===== src/rtl/iodelay2_ctrl_pkg.sv =====
// Shared types and constants for the IODELAY2 calibration/step controller.
package iodelay2_ctrl_pkg;

    localparam int unsigned TAP_W              = 8;
    localparam int unsigned DEF_BUSY_RISE_WAIT = 4;
    localparam int unsigned DEF_BUSY_TIMEOUT   = 1023;

    typedef enum logic [2:0] {
        S_CAL     = 3'd0,
        S_WAIT_HI = 3'd1,
        S_WAIT_LO = 3'd2,
        S_DRST    = 3'd3,
        S_READY   = 3'd4,
        S_ADJ     = 3'd5,
        S_HOLD    = 3'd6
    } state_e;

endpackage


===== src/rtl/iodelay2_ctrl_if.sv =====
// Request side and delay-element side signals of the controller.
// master: the controller; slave: the user logic plus the delay element.
interface iodelay2_ctrl_if;
    import iodelay2_ctrl_pkg::*;

    logic             start_cal;
    logic             inc_req;
    logic             dec_req;
    logic             req_ready;
    logic [TAP_W-1:0] tap;
    logic             done;
    logic             timeout_err;
    logic             dly_cal;
    logic             dly_ce;
    logic             dly_inc;
    logic             dly_rst;
    logic             dly_busy;

    modport master (
        input  start_cal, inc_req, dec_req, dly_busy,
        output req_ready, tap, done, timeout_err,
        output dly_cal, dly_ce, dly_inc, dly_rst
    );

    modport slave (
        output start_cal, inc_req, dec_req, dly_busy,
        input  req_ready, tap, done, timeout_err,
        input  dly_cal, dly_ce, dly_inc, dly_rst
    );
endinterface


===== src/rtl/iodelay2_busy_timer.sv =====
// Up-counting wait timer shared by the busy-rise and busy-fall waits.
// load clears the count; en advances it; expired_c flags count >= limit.
module iodelay2_busy_timer #(
    parameter int unsigned CNT_W = 4
) (
    input  logic             clk,
    input  logic             rst,
    input  logic             load,
    input  logic             en,
    input  logic [CNT_W-1:0] limit,
    output logic             expired_c
);
    logic [CNT_W-1:0] cnt_q, cnt_d;

    assign expired_c = (cnt_q >= limit);

    // Next count: clear on load, advance when enabled, saturate once expired.
    always_comb begin
        cnt_d = cnt_q;
        if (load) begin
            cnt_d = '0;
        end else if (en && !expired_c) begin
            cnt_d = cnt_q + CNT_W'(1);
        end
    end

    // Count register.
    always_ff @(posedge clk) begin
        if (rst) begin
            cnt_q <= '0;
        end else begin
            cnt_q <= cnt_d;
        end
    end
endmodule


===== src/rtl/iodelay2_ctrl.sv =====
// IODELAY2 controller: calibrates the delay element, then serves tap inc/dec
// requests. Define IODELAY2_CTRL_TIMEOUT_EN to bound the busy-fall wait and
// raise a sticky timeout_err.
module iodelay2_ctrl
    import iodelay2_ctrl_pkg::*;
#(
    parameter int unsigned COUNTER_WRAPAROUND = 1,
    parameter int unsigned MAX_TAP            = 255,
    parameter int unsigned BUSY_RISE_WAIT     = DEF_BUSY_RISE_WAIT,
    parameter int unsigned BUSY_TIMEOUT       = DEF_BUSY_TIMEOUT
) (
    input logic            CLK,
    input logic            RST,
    iodelay2_ctrl_if.master bus
);
    // Counter sized for the longer of the two waits.
    localparam int unsigned CNT_MAX  = (BUSY_TIMEOUT > BUSY_RISE_WAIT) ? BUSY_TIMEOUT : BUSY_RISE_WAIT;
    localparam int unsigned CNT_W    = $clog2(CNT_MAX + 1) + 1;
    localparam logic [TAP_W-1:0] TAP_MAX  = TAP_W'(MAX_TAP);
    localparam logic [CNT_W-1:0] RISE_LIM = CNT_W'(BUSY_RISE_WAIT - 1);

    state_e           state_q, state_d;
    logic [TAP_W-1:0] tap_q, tap_d;
    logic             ce_q, ce_d;
    logic             inc_q, inc_d;
    logic             done_q, done_d;
    logic             drst_q, drst_d;
    logic             ready_q, ready_d;
    logic             tm_load, tm_en, tm_exp;
    logic [CNT_W-1:0] tm_limit;
`ifdef IODELAY2_CTRL_TIMEOUT_EN
    localparam logic [CNT_W-1:0] TO_LIM = CNT_W'(BUSY_TIMEOUT - 1);
    logic             terr_q, terr_d;
`endif

    // The rise wait counts from the CAL cycle; the fall wait from WAIT_LO entry.
`ifdef IODELAY2_CTRL_TIMEOUT_EN
    assign tm_limit = (state_q == S_WAIT_LO) ? TO_LIM : RISE_LIM;
`else
    assign tm_limit = RISE_LIM;
`endif

    iodelay2_busy_timer #(.CNT_W(CNT_W)) u_timer (
        .clk       (CLK),
        .rst       (RST),
        .load      (tm_load),
        .en        (tm_en),
        .limit     (tm_limit),
        .expired_c (tm_exp)
    );

    // Next state, tap arithmetic and next values of the registered outputs.
    always_comb begin
        state_d = state_q;
        tap_d   = tap_q;
        ce_d    = 1'b0;
        inc_d   = 1'b0;
`ifdef IODELAY2_CTRL_TIMEOUT_EN
        terr_d  = terr_q;
`endif
        case (state_q)
            S_CAL:     state_d = S_WAIT_HI;
            S_WAIT_HI: if (bus.dly_busy || tm_exp) state_d = S_WAIT_LO;
            S_WAIT_LO: begin
                if (!bus.dly_busy) begin
                    state_d = S_DRST;
`ifdef IODELAY2_CTRL_TIMEOUT_EN
                end else if (tm_exp) begin
                    state_d = S_DRST;
                    terr_d  = 1'b1;
`endif
                end
            end
            S_DRST:    state_d = S_READY;
            S_READY: begin
                if (bus.start_cal) begin
                    state_d = S_CAL;
                end else if (bus.inc_req ^ bus.dec_req) begin
                    state_d = S_ADJ;
                    ce_d    = 1'b1;
                    if (bus.inc_req) begin
                        if (tap_q >= TAP_MAX) begin
                            if (COUNTER_WRAPAROUND != 0) tap_d = '0;
                            else                         ce_d  = 1'b0;
                        end else begin
                            tap_d = tap_q + TAP_W'(1);
                        end
                    end else begin
                        if (tap_q == '0) begin
                            if (COUNTER_WRAPAROUND != 0) tap_d = TAP_MAX;
                            else                         ce_d  = 1'b0;
                        end else begin
                            tap_d = tap_q - TAP_W'(1);
                        end
                    end
                    inc_d = bus.inc_req & ce_d;
                end
            end
            S_ADJ:     state_d = S_HOLD;
            S_HOLD:    state_d = S_READY;
            default:   state_d = S_CAL;
        endcase

        if (state_d == S_DRST) tap_d = '0;

`ifdef IODELAY2_CTRL_TIMEOUT_EN
        tm_en = (state_d == S_WAIT_HI) || (state_q == S_WAIT_LO && state_d == S_WAIT_LO);
`else
        tm_en = (state_d == S_WAIT_HI);
`endif
        tm_load = !tm_en;

        drst_d  = (state_d == S_DRST);
        done_d  = (state_d == S_DRST) || (state_d == S_ADJ);
        ready_d = (state_d == S_READY);
    end

    // State and output registers; reset parks in CAL with everything cleared.
    always_ff @(posedge CLK) begin
        if (RST) begin
            state_q <= S_CAL;
            tap_q   <= '0;
            ce_q    <= 1'b0;
            inc_q   <= 1'b0;
            done_q  <= 1'b0;
            drst_q  <= 1'b0;
            ready_q <= 1'b0;
`ifdef IODELAY2_CTRL_TIMEOUT_EN
            terr_q  <= 1'b0;
`endif
        end else begin
            state_q <= state_d;
            tap_q   <= tap_d;
            ce_q    <= ce_d;
            inc_q   <= inc_d;
            done_q  <= done_d;
            drst_q  <= drst_d;
            ready_q <= ready_d;
`ifdef IODELAY2_CTRL_TIMEOUT_EN
            terr_q  <= terr_d;
`endif
        end
    end

    // CAL must fire in the very first cycle after reset drops, so it is the
    // one output decoded from state and gated by the live reset input.
    assign bus.dly_cal   = (state_q == S_CAL) && !RST;
    assign bus.dly_ce    = ce_q;
    assign bus.dly_inc   = inc_q;
    assign bus.dly_rst   = drst_q;
    assign bus.done      = done_q;
    assign bus.req_ready = ready_q;
    assign bus.tap       = tap_q;
`ifdef IODELAY2_CTRL_TIMEOUT_EN
    assign bus.timeout_err = terr_q;
`else
    assign bus.timeout_err = 1'b0;
`endif
endmodule


===== src/flat_wrapper.sv =====
// flat-port wrapper written by rule: the top's interface ports become plain ports
module iodelay2_ctrl_flat import iodelay2_ctrl_pkg::*;
#(
    parameter int unsigned COUNTER_WRAPAROUND = 1,
    parameter int unsigned MAX_TAP            = 255,
    parameter int unsigned BUSY_RISE_WAIT     = DEF_BUSY_RISE_WAIT,
    parameter int unsigned BUSY_TIMEOUT       = DEF_BUSY_TIMEOUT
)
  (CLK, RST, bus_start_cal, bus_inc_req, bus_dec_req, bus_dly_busy, bus_req_ready, bus_tap, bus_done, bus_timeout_err, bus_dly_cal, bus_dly_ce, bus_dly_inc, bus_dly_rst);
  iodelay2_ctrl_if bus_i ();
  input logic CLK;
  input logic RST;
  input wire logic [$bits(bus_i.start_cal)-1:0] bus_start_cal;
  input wire logic [$bits(bus_i.inc_req)-1:0] bus_inc_req;
  input wire logic [$bits(bus_i.dec_req)-1:0] bus_dec_req;
  input wire logic [$bits(bus_i.dly_busy)-1:0] bus_dly_busy;
  output wire logic [$bits(bus_i.req_ready)-1:0] bus_req_ready;
  output wire logic [$bits(bus_i.tap)-1:0] bus_tap;
  output wire logic [$bits(bus_i.done)-1:0] bus_done;
  output wire logic [$bits(bus_i.timeout_err)-1:0] bus_timeout_err;
  output wire logic [$bits(bus_i.dly_cal)-1:0] bus_dly_cal;
  output wire logic [$bits(bus_i.dly_ce)-1:0] bus_dly_ce;
  output wire logic [$bits(bus_i.dly_inc)-1:0] bus_dly_inc;
  output wire logic [$bits(bus_i.dly_rst)-1:0] bus_dly_rst;
  assign bus_i.start_cal = bus_start_cal;
  assign bus_i.inc_req = bus_inc_req;
  assign bus_i.dec_req = bus_dec_req;
  assign bus_i.dly_busy = bus_dly_busy;
  assign bus_req_ready = bus_i.req_ready;
  assign bus_tap = bus_i.tap;
  assign bus_done = bus_i.done;
  assign bus_timeout_err = bus_i.timeout_err;
  assign bus_dly_cal = bus_i.dly_cal;
  assign bus_dly_ce = bus_i.dly_ce;
  assign bus_dly_inc = bus_i.dly_inc;
  assign bus_dly_rst = bus_i.dly_rst;
  iodelay2_ctrl #(.COUNTER_WRAPAROUND(COUNTER_WRAPAROUND), .MAX_TAP(MAX_TAP), .BUSY_RISE_WAIT(BUSY_RISE_WAIT), .BUSY_TIMEOUT(BUSY_TIMEOUT)) u_core (.CLK(CLK), .RST(RST), .bus(bus_i));
endmodule

===== config.mk =====
export PLATFORM = sky130hd
export DESIGN_NAME = iodelay2_ctrl_flat
export DESIGN_NICKNAME = d
export VERILOG_FILES = /design/src/rtl/iodelay2_ctrl_pkg.sv /design/src/rtl/iodelay2_ctrl_if.sv /design/src/rtl/iodelay2_busy_timer.sv /design/src/rtl/iodelay2_ctrl.sv /design/src/flat_wrapper.sv
export SDC_FILE = /design/constraint.sdc
export NUM_CORES = 1
export LEC_CHECK = 0
export ABC_AREA = 1
export CAP_MARGIN = 5
export CORE_MARGIN = 1
export CORE_UTILIZATION = 55
export CTS_BUF_LIST = sky130_fd_sc_hd__clkbuf_4
export DETAILED_ROUTE_END_ITERATION = 12
export PLACE_DENSITY = 0.8
export RECOVER_POWER = 100
export SLEW_MARGIN = 25
export SYNTH_ARGS = -nofsm -noshare
export SYNTH_HDL_FRONTEND = slang
export SYNTH_SLANG_ARGS = --single-unit
export TNS_END_PERCENT = 30

===== constraint.sdc =====
create_clock -name CLK -period 2.3 [get_ports CLK]
set_input_delay 0.23 -clock CLK [delete_from_list [all_inputs] [get_ports CLK]]
set_output_delay 0.23 -clock CLK [all_outputs]
set_load 0.005 [all_outputs]

== After elaboration in Yosys (flattened, before gate mapping) ==
Index checks and enable logic that the tools add are counted.

* Register bits: 27
* Latch bits: 0
* RAM bits: 0
* Bits in read-only memories: 0
* Output and inout bits: 15
* Memories kept: 0

* $add $sub $neg: 3
* Multiply operators: 0
* Divide/modulo/power cells: 0
* $lt $le $gt $ge: 2
* Equal/unequal tests: 10
* Shift-type cells: 0
* Multiplexer cells: 11
* Bitwise operators: 6
* Reductions and logical operators: 13

{| class="wikitable"
|+ Operator list
! cell !! number
|-
| $mux 8 || 3
|-
| $pmux 3 s6 || 1
|-
| $eq 3x3->1 const B || 5
|-
| $mux 3 || 4
|-
| $add 11x1->11 const B || 1
|-
| $ge 11x2->1 const B || 1
|-
| $eq 3x2->1 const B || 3
|-
| $add 8x1->8 const B || 1
|-
| $ge 8x8->1 const B || 1
|-
| $logic_not 8->1 || 1
|-
| $sub 8x1->8 const B || 1
|-
| $eq 3x1->1 const B || 2
|-
| $reduce_or 2->1 || 3
|-
| $not 1->1 || 4
|-
| $reduce_or 4->1 || 1
|-
| $logic_not 3->1 || 1
|-
| $mux 1 || 3
|-
| $reduce_and 3->1 || 1
|-
| $logic_and 1x1->1 || 2
|-
| $logic_not 1->1 || 2
|-
| $logic_or 1x1->1 || 2
|-
| $and 1x1->1 || 1
|-
| $xor 1x1->1 || 1
|}

== Depth between registers and ports, before layout ==
* Depth after elaboration: 7
* Gate-level depth with buffers: 10

== Cells and area by module ==
A second synthesis with hierarchy kept.

* Cells, all modules: 327
* Area total of the unflattened synthesis: 2021.9 um^2

{| class="wikitable"
|+ Modules (own cells, without submodules)
! module !! times used !! cells each !! area each (um^2)
|-
| iodelay2_ctrl || 1 || 170 || 1068.5
|-
| iodelay2_busy_timer || 1 || 157 || 953.4
|}

== Worst setup path after synthesis ==
No wires, ideal clock.

* Path kind: register to register
* Start point: register u_core.tap_q[0] (netlist: u_core.bus.tap[0])
* End point: register u_core.tap_q[4] (netlist: u_core.bus.tap[4])
* Data arrival time: 1.197 ns
* Setup slack: 0.994 ns
* Stages on the path, launching flop included: 11
* Buffers on the path: 0
* Clock period less this slack: 1.306 ns
* Path through: dfxtp_1 inv_1 ha_1 inv_1 nor3_1 nand2_2 nor2_4 nor2_4 o211ai_1 nand2_1 inv_1

* Word-level cells in the longest chain between the ends: 3
* Elaborated cells on any way between the ends: 7
* Classes of those cells: add/sub: 2; order compare: 1; mux: 3; reduce/logical: 1

{| class="wikitable"
|+ RTL lines
! element !! RTL line !! text
|-
| start: declaration || iodelay2_ctrl.sv:23 || <nowiki>logic [TAP_W-1:0] tap_q, tap_d;</nowiki>
|-
| start signal: assignment || iodelay2_ctrl.sv:133 || <nowiki>tap_q <= tap_d;</nowiki>
|-
| $sub 8x1->8 (tied with other cells) || iodelay2_ctrl.sv:93 || <nowiki>tap_d = tap_q - TAP_W'(1);</nowiki>
|-
| $mux 8 (on tied branches) || iodelay2_ctrl.sv:89, iodelay2_ctrl.sv:82 ||
|-
| $mux 8 (*) || iodelay2_ctrl.sv:81 || <nowiki>if (bus.inc_req) begin</nowiki>
|}

Every way passes the cells marked *; elsewhere a longest branch is shown, timed or not.
A chain may end at the register's enable or synchronous reset.

== Final worst setup path ==
* Start point: register u_core.state_q[0]
* End point: output bus_dly_cal

* Word-level cells in the longest chain between the ends: 2

{| class="wikitable"
|+ RTL lines
! element !! RTL line !! text
|-
| start: declaration || iodelay2_ctrl.sv:22 || <nowiki>state_e state_q, state_d;</nowiki>
|-
| start signal: assignment || iodelay2_ctrl.sv:132 || <nowiki>state_q <= state_d;</nowiki>
|-
| $logic_not 3->1 || iodelay2_ctrl.sv:147 || <nowiki>assign bus.dly_cal = (state_q == S_CAL) && !RST;</nowiki>
|-
| $logic_and 1x1->1 || iodelay2_ctrl.sv:147 ||
|-
| end: declaration || flat_wrapper.sv:21 || <nowiki>output wire logic [$bits(bus_i.dly_cal)-1:0] bus_dly_cal;</nowiki>
|}

No other way between the ends.

==> out/results.md <==
Synth
• **top-area cell type share of the netlist area** 36.4%
• **number of warnings issued by yosys** 0
• **register area share after synthesis** 36.4%
• **Area contributors post-synth** dfxtp_1 36%, nand2_1 13%, nor2_1 9.3%, inv_1 8.6%, nand3_1 5.4%
• **post-synth design cell area** 1490 µm²
• **Gate Count Post-Synth** 224
• **number of distinct library cells after synthesis** 27
• **mean instance size in the synthesized netlist** 6.64 µm²
• **synthesis-stage register bit count** 27
• **synthesized netlist net count** 234
• **leading area contributor after synthesis** dfxtp_1

Detailed routing
• **routed len/inst** 11.1 µm
• **number of DRC violations after detailed-routing iteration 0** 48
• **number of antenna-violating nets in the routed design** 0
• **routed vias/inst** 5.13
• **Pre-Repair DR Iteration Count** 4
• **final routed wirelength across all metal layers** 3.05 mm
• **drc violations** 0
• **via total after detailed routing** 1405

Pwr
• **Final Power** 0.918 mW
• **Cell Int Power** 0.638 mW
• **switching power** 0.281 mW
• **leakage power** 0.849 nW
• **Logic pwr share** 21.0%
• **maximum resistive drop on vdd** 413 µV
• **register share of total power** 56.3%
• **switching share of total power** 30.6%
• **power per cell area** 546 nW/µm²
• **fraction of power consumed by the clock network** 22.7%

Worst hold path
• **hold crit path type** flop to flop

Timing
• **Fmax** 0.545 GHz
• **Final Slew Violations** 0
• **post-route setup slack** 0.466 ns
• **Hold Vio Cnt, Final** 0
• **final period utilization** 79.7%
• **worst clock skew** 0.00569 ns
• **unrepaired setup endpoints after global routing** no
• **Finish-stage setup viols** 0
• **TNS Setup** 0 ns
• **Tmin final** 1.83 ns
• **final hold slack** 0.435 ns

CTS
• **number of hold buffers added after CTS** 0
• **CTS H-tree lvls** 1
• **Post CTS Setup Buffer Count** 0
• **clock buffer count from CTS** 3
• **clock latency reported for the late side of the worst-skew pair** 0.33 ns
• **CTS tree** done
• **clk sinks** 27
• **Root Buffer Master** clkbuf_4
• **maximum clock insertion buffer count** 2
• **clock slew at reported path FFs** 0.15 ns
• **Resized cells post-CTS** 0

Worst setup path
• **slack of the worst reg-to-reg path** 0.61 ns
• **worst path required time** 2.07 ns
• **Worst EP arrival** 1.60 ns
• **critical path's slowest cell** clkdlybuf4s50_1
• **critical setup path kind** flop to primary output
• **cell-by-cell trace of the critical path** nor2_1 -> nand2_1 -> nor2_1 -> clkdlybuf4s50_1
• **FF-to-FF path depth** 10
• **destination of the worst register-to-register timing path** u_core.bus.tap[4]
• **most used cell, CP** nor2_1
• **Crit. End Element** primary output
• **CP max FO** 4
• **delay of the slowest cell on the worst path** 0.50 ns
• **CP startpoint** u_core.state_q[0]
• **worst reg2reg startpoint** u_core.bus.tap[0]
• **Setup crit end** bus_dly_cal
• **launching element type of the critical path** flop

Placement
• **final estimated routing congestion in global placement** 1.04
• **Place WS** 0.533 ns
• **Buffers on Ports** 19
• **Detailed Place HPWL** 2.34 mm

Cells and area
• **fin util** 66.7%
• **final layout net count** 255
• **layout cells sized above 1** 5.74%
• **most common library cell in the layout ignoring fill and taps** nand2_1
• **diodes inserted** 0
• **layout-stage area growth over the synthesis result** 13.1%
• **top library cells by usage in the layout, fill and taps aside** 55 x nand2_1, 40 x nor2_1, 35 x inv_1, 27 x dfxtp_1, 16 x nand3_1
• **multi-input combinational cell area** 736 µm²
• **number of fill cells in the layout** 235
• **FF/Latch Area** 541 µm²

Global route
• **Tot GR Track Use** 23.3%
• **number of global-route vias before repair** 1143
• **pin count of the biggest net entering global routing** 17
• **global-route wire length before repair** 4.88 mm
• **initial antenna violation count** 0
• **residual overflow from global routing** 0

Run status
• **outcome** completed

Flow run
• **# Max-Cap Violations** 0

Die
• **placeable core area** 2520 µm²
• **total number of placement rows** 18
• **Die X-Extent** 54.0 µm
• **Starting Density** 58.9%
• **die outline area** 2910 µm²
• **I/O pins** 21
• **die outline height** 54.0 µm

[layout make-up]
class                           count  area share [%]
Tap cell                           30            2.23
Clock buffer                        3            1.34
Timing Repair Buffer               19            11.3
Clock inverter                      1           0.446
Multi-Input combinational cell    156            43.8
Inverter                           38            8.78
Sequential cell                    27            32.1
[flip-flops by register name, summed over array words and instances (netlist names)]
| signal | count |
|---|---|
| u_core.bus.dly_ce | 1 |
| u_core.bus.done | 1 |
| u_core.bus.tap | 8 |
| u_core.u_timer.cnt_q | 11 |
| u_core.bus.dly_inc | 1 |
| u_core.bus.req_ready | 1 |
| u_core.state_q | 3 |
| u_core.bus.dly_rst | 1 |
[cells by family (layout without fill, tap and decap cells)]
group	Yosys count	count (layout)	synth area share [%]
compound gates	22	22	7.91
xor+xnor	5	5	3.45
fa+ha+maj	4	4	3.37
buf+inv	41	61	12.0
flops	27	27	36.4
other cells	1	1	0.252
simple gates	124	124	36.7
[critical path: cells and delay by family, from the launching register on]
kind                   cells  cell delay (ns)
buffers and inverters      1             0.50
DFF                        1             0.36
and+or+nand+nor            3             0.43
[synthesized netlist by cell type]
cell      count
a21oi_1       9
a31oi_1       2
buf_4         1
buf_6         2
clkinv_4      1
conb_1        1
dfxtp_1      27
ha_1          4
inv_1        34
inv_2         3
nand2_1      52
nand2_2       3
nand2_4       1
nand3_1      16
nand4_1       4
nor2_1       37
nor2_2        5
nor2_4        2
nor3_1        2
o211ai_1      1
o21ai_0       8
o21ai_1       1
o21bai_1      1
or2_2         2
xnor2_1       1
xor2_1        3
xor2_2        1
[worst min-delay path by stage]
stage / from / endpoint / cells past startpoint / slack (ns)
6_report: u_core.u_timer.cnt_q[3] / u_core.u_timer.cnt_q[3] / 2 / 0.44
4_1_cts: u_core.u_timer.cnt_q[3] / u_core.u_timer.cnt_q[3] / 2 / 0.44
2_1_floorplan: RST / u_core.state_q[1] / 1 / 0.30
3_3_place_gp: u_core.u_timer.cnt_q[9] / u_core.u_timer.cnt_q[9] / 2 / 0.42
3_5_place_dp: u_core.u_timer.cnt_q[3] / u_core.u_timer.cnt_q[3] / 2 / 0.42
5_1_grt: u_core.u_timer.cnt_q[2] / u_core.u_timer.cnt_q[2] / 2 / 0.46
[stage by stage]
step | instance area [µm²] | cells
final | 1680 | 274
after global routing | 1680 | 274
after global placement | 1680 | 270
after detailed placement | 1680 | 270
after floorplan | 1490 | 224
after CTS | 1710 | 274
[power by group through the flow]
stage | Combinational [mW] | Clock, mW | Sequential [mW]
6_report | 0.193 | 0.208 | 0.517
2_1_floorplan | 0.152 | 0 | 0.524
4_1_cts | 0.203 | 0.215 | 0.518
5_1_grt | 0.219 | 0.230 | 0.522
3_5_place_dp | 0.201 | 0 | 0.529
3_3_place_gp | 0.202 | 0 | 0.530
[metal layers]
metal,global-route usage (%),wire length (µm)
met1,29.1,1470
met4,10.3,78
met5,0,0
met3,3.39,123
met2,39.5,1380
(Power assumes the default switching activity.)
